==> src/rtl/dsm_modulator_if.sv <==
`default_nettype none
// ============================================================================
// Module   : dsm_modulator_if
// Purpose  : PCM sample handshake between a sample source and the
//            delta-sigma modulator.
// Signals  : in_data  - signed 16-bit PCM sample (two's complement)
//            in_valid - in_data is valid this cycle
//            in_ready - modulator can accept a sample this cycle
// Modports : master (sample source), slave (modulator)
// Revision : 1.0 - initial release
// ============================================================================
interface dsm_modulator_if;
    logic signed [15:0] in_data;
    logic               in_valid;
    logic               in_ready;

    modport master (
        output in_data,
        output in_valid,
        input  in_ready
    );

    modport slave (
        input  in_data,
        input  in_valid,
        output in_ready
    );
endinterface
`default_nettype wire

==> src/rtl/dsm_modulator.sv <==
`default_nettype none
// ============================================================================
// Module   : dsm_modulator
// Purpose  : Second-order 1-bit delta-sigma modulator. Takes one 16-bit
//            signed PCM sample per OSR-cycle frame and emits one bit per
//            clk, noise shaped by (1 - z^-1)^2.
// Params   : OSR - clk cycles per input sample (>= 2)
//            EW  - width of the signed error registers e1/e2
// Ports    : clk          - clock, rising edge
//            rst_n        - synchronous active-low reset
//            in_if        - sample handshake (slave side)
//            dsm_out      - registered bitstream, 1 = +FS, 0 = -FS
//            frame_strobe - one-cycle pulse after each frame boundary
//            underrun     - pulse with frame_strobe when no sample was pending
// Revision : 1.0 - initial release
// ============================================================================
module dsm_modulator #(
    parameter int OSR = 64,
    parameter int EW  = 20
) (
    input  logic           clk,
    input  logic           rst_n,
    dsm_modulator_if.slave in_if,
    output logic           dsm_out,
    output logic           frame_strobe,
    output logic           underrun
);
    localparam int CW = $clog2(OSR);
    localparam int UW = EW + 2;   // loop input u
    localparam int DW = EW + 3;   // y - u before saturation

    localparam logic [CW-1:0]        c_cnt_last  = CW'(OSR - 1);
    localparam logic signed [15:0]   c_clamp_pos = 16'sd24576;
    localparam logic signed [15:0]   c_clamp_neg = -16'sd24576;
    localparam logic signed [DW-1:0] c_y_pos     = DW'(32768);
    localparam logic signed [DW-1:0] c_y_neg     = -c_y_pos;
    localparam logic signed [DW-1:0] c_e_max     = DW'((1 << (EW - 1)) - 1);
    localparam logic signed [DW-1:0] c_e_min     = ~c_e_max;

    logic [CW-1:0]        r_cnt;
    logic signed [15:0]   r_pending;
    logic                 r_pending_valid;
    logic signed [15:0]   r_active;
    logic signed [EW-1:0] r_e1;
    logic signed [EW-1:0] r_e2;

    logic                 w_boundary;
    logic                 w_accept;
    logic signed [15:0]   w_xc;
    logic signed [UW-1:0] w_u;
    logic                 w_pos;
    logic signed [DW-1:0] w_diff;
    logic signed [EW-1:0] w_e;

    // Single-entry buffer: ready only while empty, forced low in reset.
    assign in_if.in_ready = !r_pending_valid && rst_n;
    assign w_accept       = in_if.in_valid && !r_pending_valid;
    assign w_boundary     = (r_cnt == c_cnt_last);

    // Keep the modulator input within +-0.75 FS so the second-order loop
    // stays stable.
    always_comb begin
        w_xc = r_active;
        if (r_active > c_clamp_pos) begin
            w_xc = c_clamp_pos;
        end else if (r_active < c_clamp_neg) begin
            w_xc = c_clamp_neg;
        end
    end

    // u = xc - 2*e1 + e2, all operands sign-extended to UW bits.
    assign w_u = {{(UW - 16){w_xc[15]}}, w_xc}
               - {r_e1[EW-1], r_e1, 1'b0}
               + {{2{r_e2[EW-1]}}, r_e2};

    assign w_pos  = ~w_u[UW-1];
    assign w_diff = (w_pos ? c_y_pos : c_y_neg) - {w_u[UW-1], w_u};

    // Saturation of the quantisation error is a robustness guard only.
    always_comb begin
        w_e = w_diff[EW-1:0];
        if (w_diff > c_e_max) begin
            w_e = c_e_max[EW-1:0];
        end else if (w_diff < c_e_min) begin
            w_e = c_e_min[EW-1:0];
        end
    end

    always_ff @(posedge clk) begin
        if (!rst_n) begin
            r_cnt           <= '0;
            r_pending       <= '0;
            r_pending_valid <= 1'b0;
            r_active        <= '0;
            r_e1            <= '0;
            r_e2            <= '0;
            dsm_out         <= 1'b0;
            frame_strobe    <= 1'b0;
            underrun        <= 1'b0;
        end else begin
            r_e2         <= r_e1;
            r_e1         <= w_e;
            dsm_out      <= w_pos;
            frame_strobe <= w_boundary;
            underrun     <= w_boundary && !r_pending_valid;

            if (w_boundary) begin
                r_cnt <= '0;
                if (r_pending_valid) begin
                    r_active        <= r_pending;
                    r_pending_valid <= 1'b0;
                end
            end else begin
                r_cnt <= r_cnt + CW'(1);
            end

            // Acceptance needs an empty buffer, so it never collides with
            // the boundary drain above.
            if (w_accept) begin
                r_pending       <= in_if.in_data;
                r_pending_valid <= 1'b1;
            end
        end
    end
endmodule
`default_nettype wire

==> src/flat_wrapper.sv <==
// flat-port wrapper written by rule: the top's interface ports become plain ports
module dsm_modulator_flat 
#(
    parameter int OSR = 64,
    parameter int EW  = 20
)
  (clk, rst_n, dsm_out, frame_strobe, underrun, in_if_in_data, in_if_in_valid, in_if_in_ready);
  dsm_modulator_if in_if_i ();
  input  logic clk;
  input  logic rst_n;
  output logic dsm_out;
  output logic frame_strobe;
  output logic underrun;
  input wire logic [$bits(in_if_i.in_data)-1:0] in_if_in_data;
  input wire logic [$bits(in_if_i.in_valid)-1:0] in_if_in_valid;
  output wire logic [$bits(in_if_i.in_ready)-1:0] in_if_in_ready;
  assign in_if_i.in_data = in_if_in_data;
  assign in_if_i.in_valid = in_if_in_valid;
  assign in_if_in_ready = in_if_i.in_ready;
  dsm_modulator #(.OSR(OSR), .EW(EW)) u_core (.clk(clk), .rst_n(rst_n), .in_if(in_if_i), .dsm_out(dsm_out), .frame_strobe(frame_strobe), .underrun(underrun));
endmodule
==> config.mk <==
export PLATFORM = sky130hd
export DESIGN_NAME = dsm_modulator_flat
export DESIGN_NICKNAME = d
export VERILOG_FILES = /design/src/rtl/dsm_modulator_if.sv /design/src/rtl/dsm_modulator.sv /design/src/flat_wrapper.sv
export SDC_FILE = /design/constraint.sdc
export NUM_CORES = 1
export LEC_CHECK = 0
export ABC_AREA = 1
export BUFFER_PORTS_ARGS = -buffer_cell sky130_fd_sc_hd__buf_2
export CORE_MARGIN = 3
export CORE_UTILIZATION = 52
export CTS_BUF_LIST = sky130_fd_sc_hd__clkbuf_2
export DETAILED_ROUTE_END_ITERATION = 8
export HOLD_SLACK_MARGIN = 0.1
export PLACE_DENSITY_LB_ADDON = 0.15
export SKIP_LAST_GASP = 1
export SLEW_MARGIN = 25
export SYNTH_ARGS = -nofsm -noshare
export SYNTH_HDL_FRONTEND = slang
export SYNTH_SLANG_ARGS = --single-unit
export TNS_END_PERCENT = 5
==> constraint.sdc <==
create_clock -name clk -period 5.4 [get_ports clk]
set_clock_uncertainty 0.1 [all_clocks]
set_input_delay 0.81 -clock clk [delete_from_list [all_inputs] [get_ports clk]]
set_output_delay 0.81 -clock clk [all_outputs]
set_load 0.01 [all_outputs]
After elaboration in Yosys (flattened, before gate mapping)
Index checks and enable logic that the tools add are counted.
Operators by class
  add/subtract/negate cells: 4
  $mul: 0
  div/mod/pow operators: 0
  magnitude comparators: 4
  equal/unequal tests: 1
  shift-type cells: 0
  multiplexer cells: 7
  bitwise operators: 2
  reduce and logical (&&, ||, !) cells: 8
Operator list (number)
  $mux 16: 2
  $gt 23x20->1 const B: 1
  $lt 23x20->1 const B: 1
  $mux 23: 1
  $sub 23x23->23: 1
  $add 22x22->22: 1
  $sub 16x21->22: 1
  $mux 20: 1
  $mux 19: 1
  $gt 16x16->1 const B: 1
  $lt 16x16->1 const B: 1
  $add 6x1->6 const B: 1
  $eq 6x6->1 const B: 1
  $reduce_or 2->1: 2
  $logic_and 1x1->1: 3
  $mux 1: 2
  $not 1->1: 2
  $reduce_and 2->1: 1
  $reduce_bool 2->1: 1
  $logic_not 1->1: 1
Word-level totals
  bits in registers: 82
  bits in latches: 0
  memory bits (writable): 0
  memory bits (read-only): 0
  bits of input ports: 19
  output and inout port bits: 4
  memories: 0

Longest topological paths before layout
  word-level depth: 10
  gate-level depth with buffers: 34

Least setup slack after synthesis
OpenSTA, ideal clock, no wires.
  path type: flip-flop to flip-flop
  from: register u_core.r_active[8]
  to: register u_core.r_e1[11]
  setup time: 0.139 ns
  data arrival time: 4.004 ns
  required time: 5.161 ns
  path slack: 1.157 ns
  cell stages (with the launch flop): 30
  period minus slack after synthesis: 4.243 ns
  path through: dfxtp_1 inv_1 nand4_1 nor4_1 nand4_1 nand2_1 clkbuf_1 nand3_1 fa_1 inv_1 ha_1 nand2_1 inv_1 nand2_2 nand3_2 nand2_2 nand3_2 nand2_2 nand2_4 ha_1 inv_1 o21ai_2 nor2_1 nand3_1 nand3_1 nor2_1 nand2_2 nand2_4 buf_8 a21oi_2
Between the ends
  longest elaborated chain between the ends: 10
  elaborated cells on any way between the ends: 12
RTL lines
  from (decl): RTL line dsm_modulator.sv:43  | logic signed [15:0] r_active;
  from (signal assigned): RTL line dsm_modulator.sv:110  | r_active <= r_pending;
  $lt 16x16->1: RTL line dsm_modulator.sv:66  | end else if (r_active < c_clamp_neg) begin
  $mux 16: RTL line dsm_modulator.sv:66
  $mux 16 *: RTL line dsm_modulator.sv:64  | if (r_active > c_clamp_pos) begin
  $sub 16x21->22 *: RTL line dsm_modulator.sv:73  | - {r_e1[EW-1], r_e1, 1'b0}
  $add 22x22->22 *: RTL line dsm_modulator.sv:74  | + {{2{r_e2[EW-1]}}, r_e2};
  $mux 23: RTL line dsm_modulator.sv:77  | assign w_diff = (w_pos ? c_y_pos : c_y_neg) - {w_u[UW-1], w_u};
  $sub 23x23->23 *: RTL line dsm_modulator.sv:77
  $lt 23x20->1: RTL line dsm_modulator.sv:84  | end else if (w_diff < c_e_min) begin
  $mux 20: RTL line dsm_modulator.sv:84
  $mux 19 *: RTL line dsm_modulator.sv:82  | if (w_diff > c_e_max) begin
  to (signal assigned): RTL line dsm_modulator.sv:102  | r_e1 <= w_e;
  to (decl): RTL line dsm_modulator.sv:44  | logic signed [EW-1:0] r_e1;
Mark *: on every way between the ends. The rest lies on a longest branch, timed or not.
A chain may end at the register's enable or synchronous reset.

Worst setup path after layout
  from: register u_core.r_active[8]
  to: register u_core.r_e1[9]
The elaborated chain is that of the path after synthesis.

==> results.cfg <==
[clock_network]
cts_sinks = 82
cts-htree-levels = 3
cts_tree = done
cts_root_buf = clkbuf_2
clock_latency_ns = 0.54
cts_buffers = 9
clock_tree.buffer_depth = 2
clk_pin_slew_ns = 0.21

[placement]
port_buffers = 22
dp_hpwl_mm = 11.34
place_congestion = 1.004

[timing]
layout_min_cycle_time_ns = 4.881
fin_setup_tns_ns = 0
post-route-period-util_pct = 90.39
slew_violations = 0
relSlewSlack_pct = 41.23
timing.fmax_mhz = 204.9
setup_viol = 0
max_slew.worst_pin.slew_ns = 0.8806
finalHoldViolations = 0
rsz0062_at_grt = false

[detailed_routing]
dr.pass1.iters = 5
wirelength_mm = 13.80
via_per_inst = 4.896
vias = 5577
route.detailed.drc = 0
drt-initial-drc-count = 293
wl_per_cell_um = 12.11
antenna_left = 0

[logic_synthesis]
yosysUniqueCellTypes = 34
synth_top_family_by_area = simple AND/OR/NAND/NOR gates
synthTopCellsByArea = dfxtp_1, nand2_1, inv_1
synth_cells = 976
yosysTopAreaCellShare_pct = 27.03
seq_area_frac_synth_pct = 27.03
netlist_area_mm2 = 0.006073
yosys.area.top_type = dfxtp_1
synth.avg_cell_area_um2 = 6.223
synth_fa_ha_area_share_pct = 11.95
syn-num-nets = 1041
synth-seq-cells = 82
synth_xor_area_share_pct = 0.4326
synth_compound_area_share_pct = 9.209
synthMuxAreaShare_pct = 0
ys_warn_count = 0
yosys.area_share.simple_pct = 36.18

[critical_path]
arrival_ns = 5.24
r2r_cells = 30
path_class = reg -> reg
r2r_end = u_core.r_e1[9]$_SDFF_PN0_
worst_path_max_delay_cell = fa_1
critPathCapture = u_core.r_e1[9]$_SDFF_PN0_
reg2reg_from = u_core.r_active[8]$_SDFFE_PN0P_
crit_path_end_kind = flip-flop
worst_path_most_repeated_cell = inv_1
cp.buffers_inverters = 7
cp_max_fo = 19
worst_ep_required_time_ns = 5.76
ff2ff_setup_slack_ns = 0.52
slowest_delay_ns = 0.51
path_depth = 30
cp-start-kind = flip-flop
cp-startpoint = u_core.r_active[8]$_SDFFE_PN0P_
cpLargestDelayFamily = simple AND/OR/NAND/NOR gates

[final_layout]
final_nets = 1059
layout_commonest_cell = nand2_1
seq_area_mm2 = 0.001642
drive_gt1_share_pct = 9.810
multiInputGateArea_mm2 = 0.003527
syn2layout_area_growth_pct = 5.233
final_cell_mix = nand2_1, inv_1, dfxtp_1
antenna_cells = 0
fillerInstances = 1200

[floorplanning]
ios = 23
die_area_mm2 = 0.01301
rows = 38
start_util_pct = 54.59
coreArea_mm2 = 0.01113
die_w_um = 114.1
dieHeight_um = 114.1

[global_route]
grt_max_degree = 59
grt_pass1_wl_mm = 23.60
grt_remaining_overflow = 0
antenna_found_initial = 0
grt_util_all_layers_pct = 22.38
grt_pass1_vias = 5195

[outcome]
outcome = complete, no violations

[worst_hold_path]
min_path_cells = 2
min_path_type = reg -> reg

[run]
drv_cap = 0
[stage by stage]
stage | utilization [%] | instance area (um^2) | setup slack [ns] | std cells | hold WS [ns]
finish | 57.44 | 6391 | 0.5189 | 1139 | 0.3539
CTS | 57.28 | 6372 | 0.3579 | 1139 | 0.3223
global placement | 56.55 | 6291 | 0.4989 | 1123 | 0.3299
detailed placement | 56.55 | 6291 | 0.4112 | 1123 | 0.3245
floorplan | - | 6073 | 1.157 | 976 | 0.3071
global route | 57.44 | 6391 | 0.02782 | 1139 | 0.3307
[cells by family after synthesis]
family,count (synthesis)
buf+inv,241
compound gates,102
flops,82
fa+ha+maj,46
xor+xnor,3
simple gates,502
[worst min-delay path by stage]
stage | from | endpoint | slack [ns]
finish | u_core.r_e1[4]$_SDFF_PN0_ | u_core.r_e2[4]$_SDFF_PN0_ | 0.35
global route | in_if_in_data[7] | u_core.r_pending[7]$_SDFFE_PN0P_ | 0.33
CTS | in_if_in_data[6] | u_core.r_pending[6]$_SDFFE_PN0P_ | 0.32
detailed placement | u_core.r_e1[12]$_SDFF_PN0_ | u_core.r_e2[12]$_SDFF_PN0_ | 0.32
global placement | u_core.r_e1[13]$_SDFF_PN0_ | u_core.r_e2[13]$_SDFF_PN0_ | 0.33
floorplan | u_core.r_e1[12]$_SDFF_PN0_ | u_core.r_e2[12]$_SDFF_PN0_ | 0.31
[state kept, by name, indices dropped and copies added (netlist names)]
name and flops:
u_core.r_active 16, u_core.underrun 1, u_core.r_pending 16, u_core.r_e2 20, u_core.r_e1 20, u_core.r_cnt 6, u_core.r_pending_valid 1, u_core.dsm_out 1
u_core.frame_strobe 1
[metal layers]
metal	part of all wire, %	track usage (%)	vias to the layer above
met5	0	0	-
met4	2.0	8.076	0
met3	3.7	2.643	23
met2	44	35.68	111
met1	51	31.36	2431
li1	-	-	3012
[cell usage after synthesis (all sizes together)]
cell and number:
o21bai 1, o21ai 43, xor2 2, xnor2 1, clkbuf 14, nand3b 2
nand4 21, a21boi 1, a21oi 56, inv 224, nor4 2, dfxtp 82
o211ai 1, nor2 93, nand2 301, or2 1, fa 20, nand3 69
ha 26, or3 1, buf 3, nor3 12
[repair_timing]
action	in CTS	in global routing
hold buffers	0	0
buffers inserted	0	0
endpoints found under the hold margin	0	0
gates resized for setup	0	3
setup endpoints to repair	0	19
[worst reg2reg max path, delay by kind of cell, from the launching register on]
| family | cells | cell delay [ns] |
|---|---|---|
| AOI/OAI and AO/OA | 3 | 0.52 |
| buffers and inverters | 7 | 0.52 |
| adders and majority gates | 3 | 1.20 |
| DFF | 1 | 0.36 |
| and+or+nand+nor | 17 | 2.11 |
[area by class of cell]
| type | instances | area share (%) |
|---|---|---|
| Inverter | 224 | 13.16 |
| Sequential cell | 82 | 25.69 |
| Clock buffer | 9 | 0.7048 |
| Tap cell | 140 | 2.741 |
| Multi-Input combinational cell | 653 | 55.19 |
| Clock inverter | 7 | 0.5677 |
| Timing Repair Buffer | 24 | 1.958 |
Power is left out: the tool's default activity adds up to more than one toggle a clock period on the data nets, which glitch-free logic cannot reach.
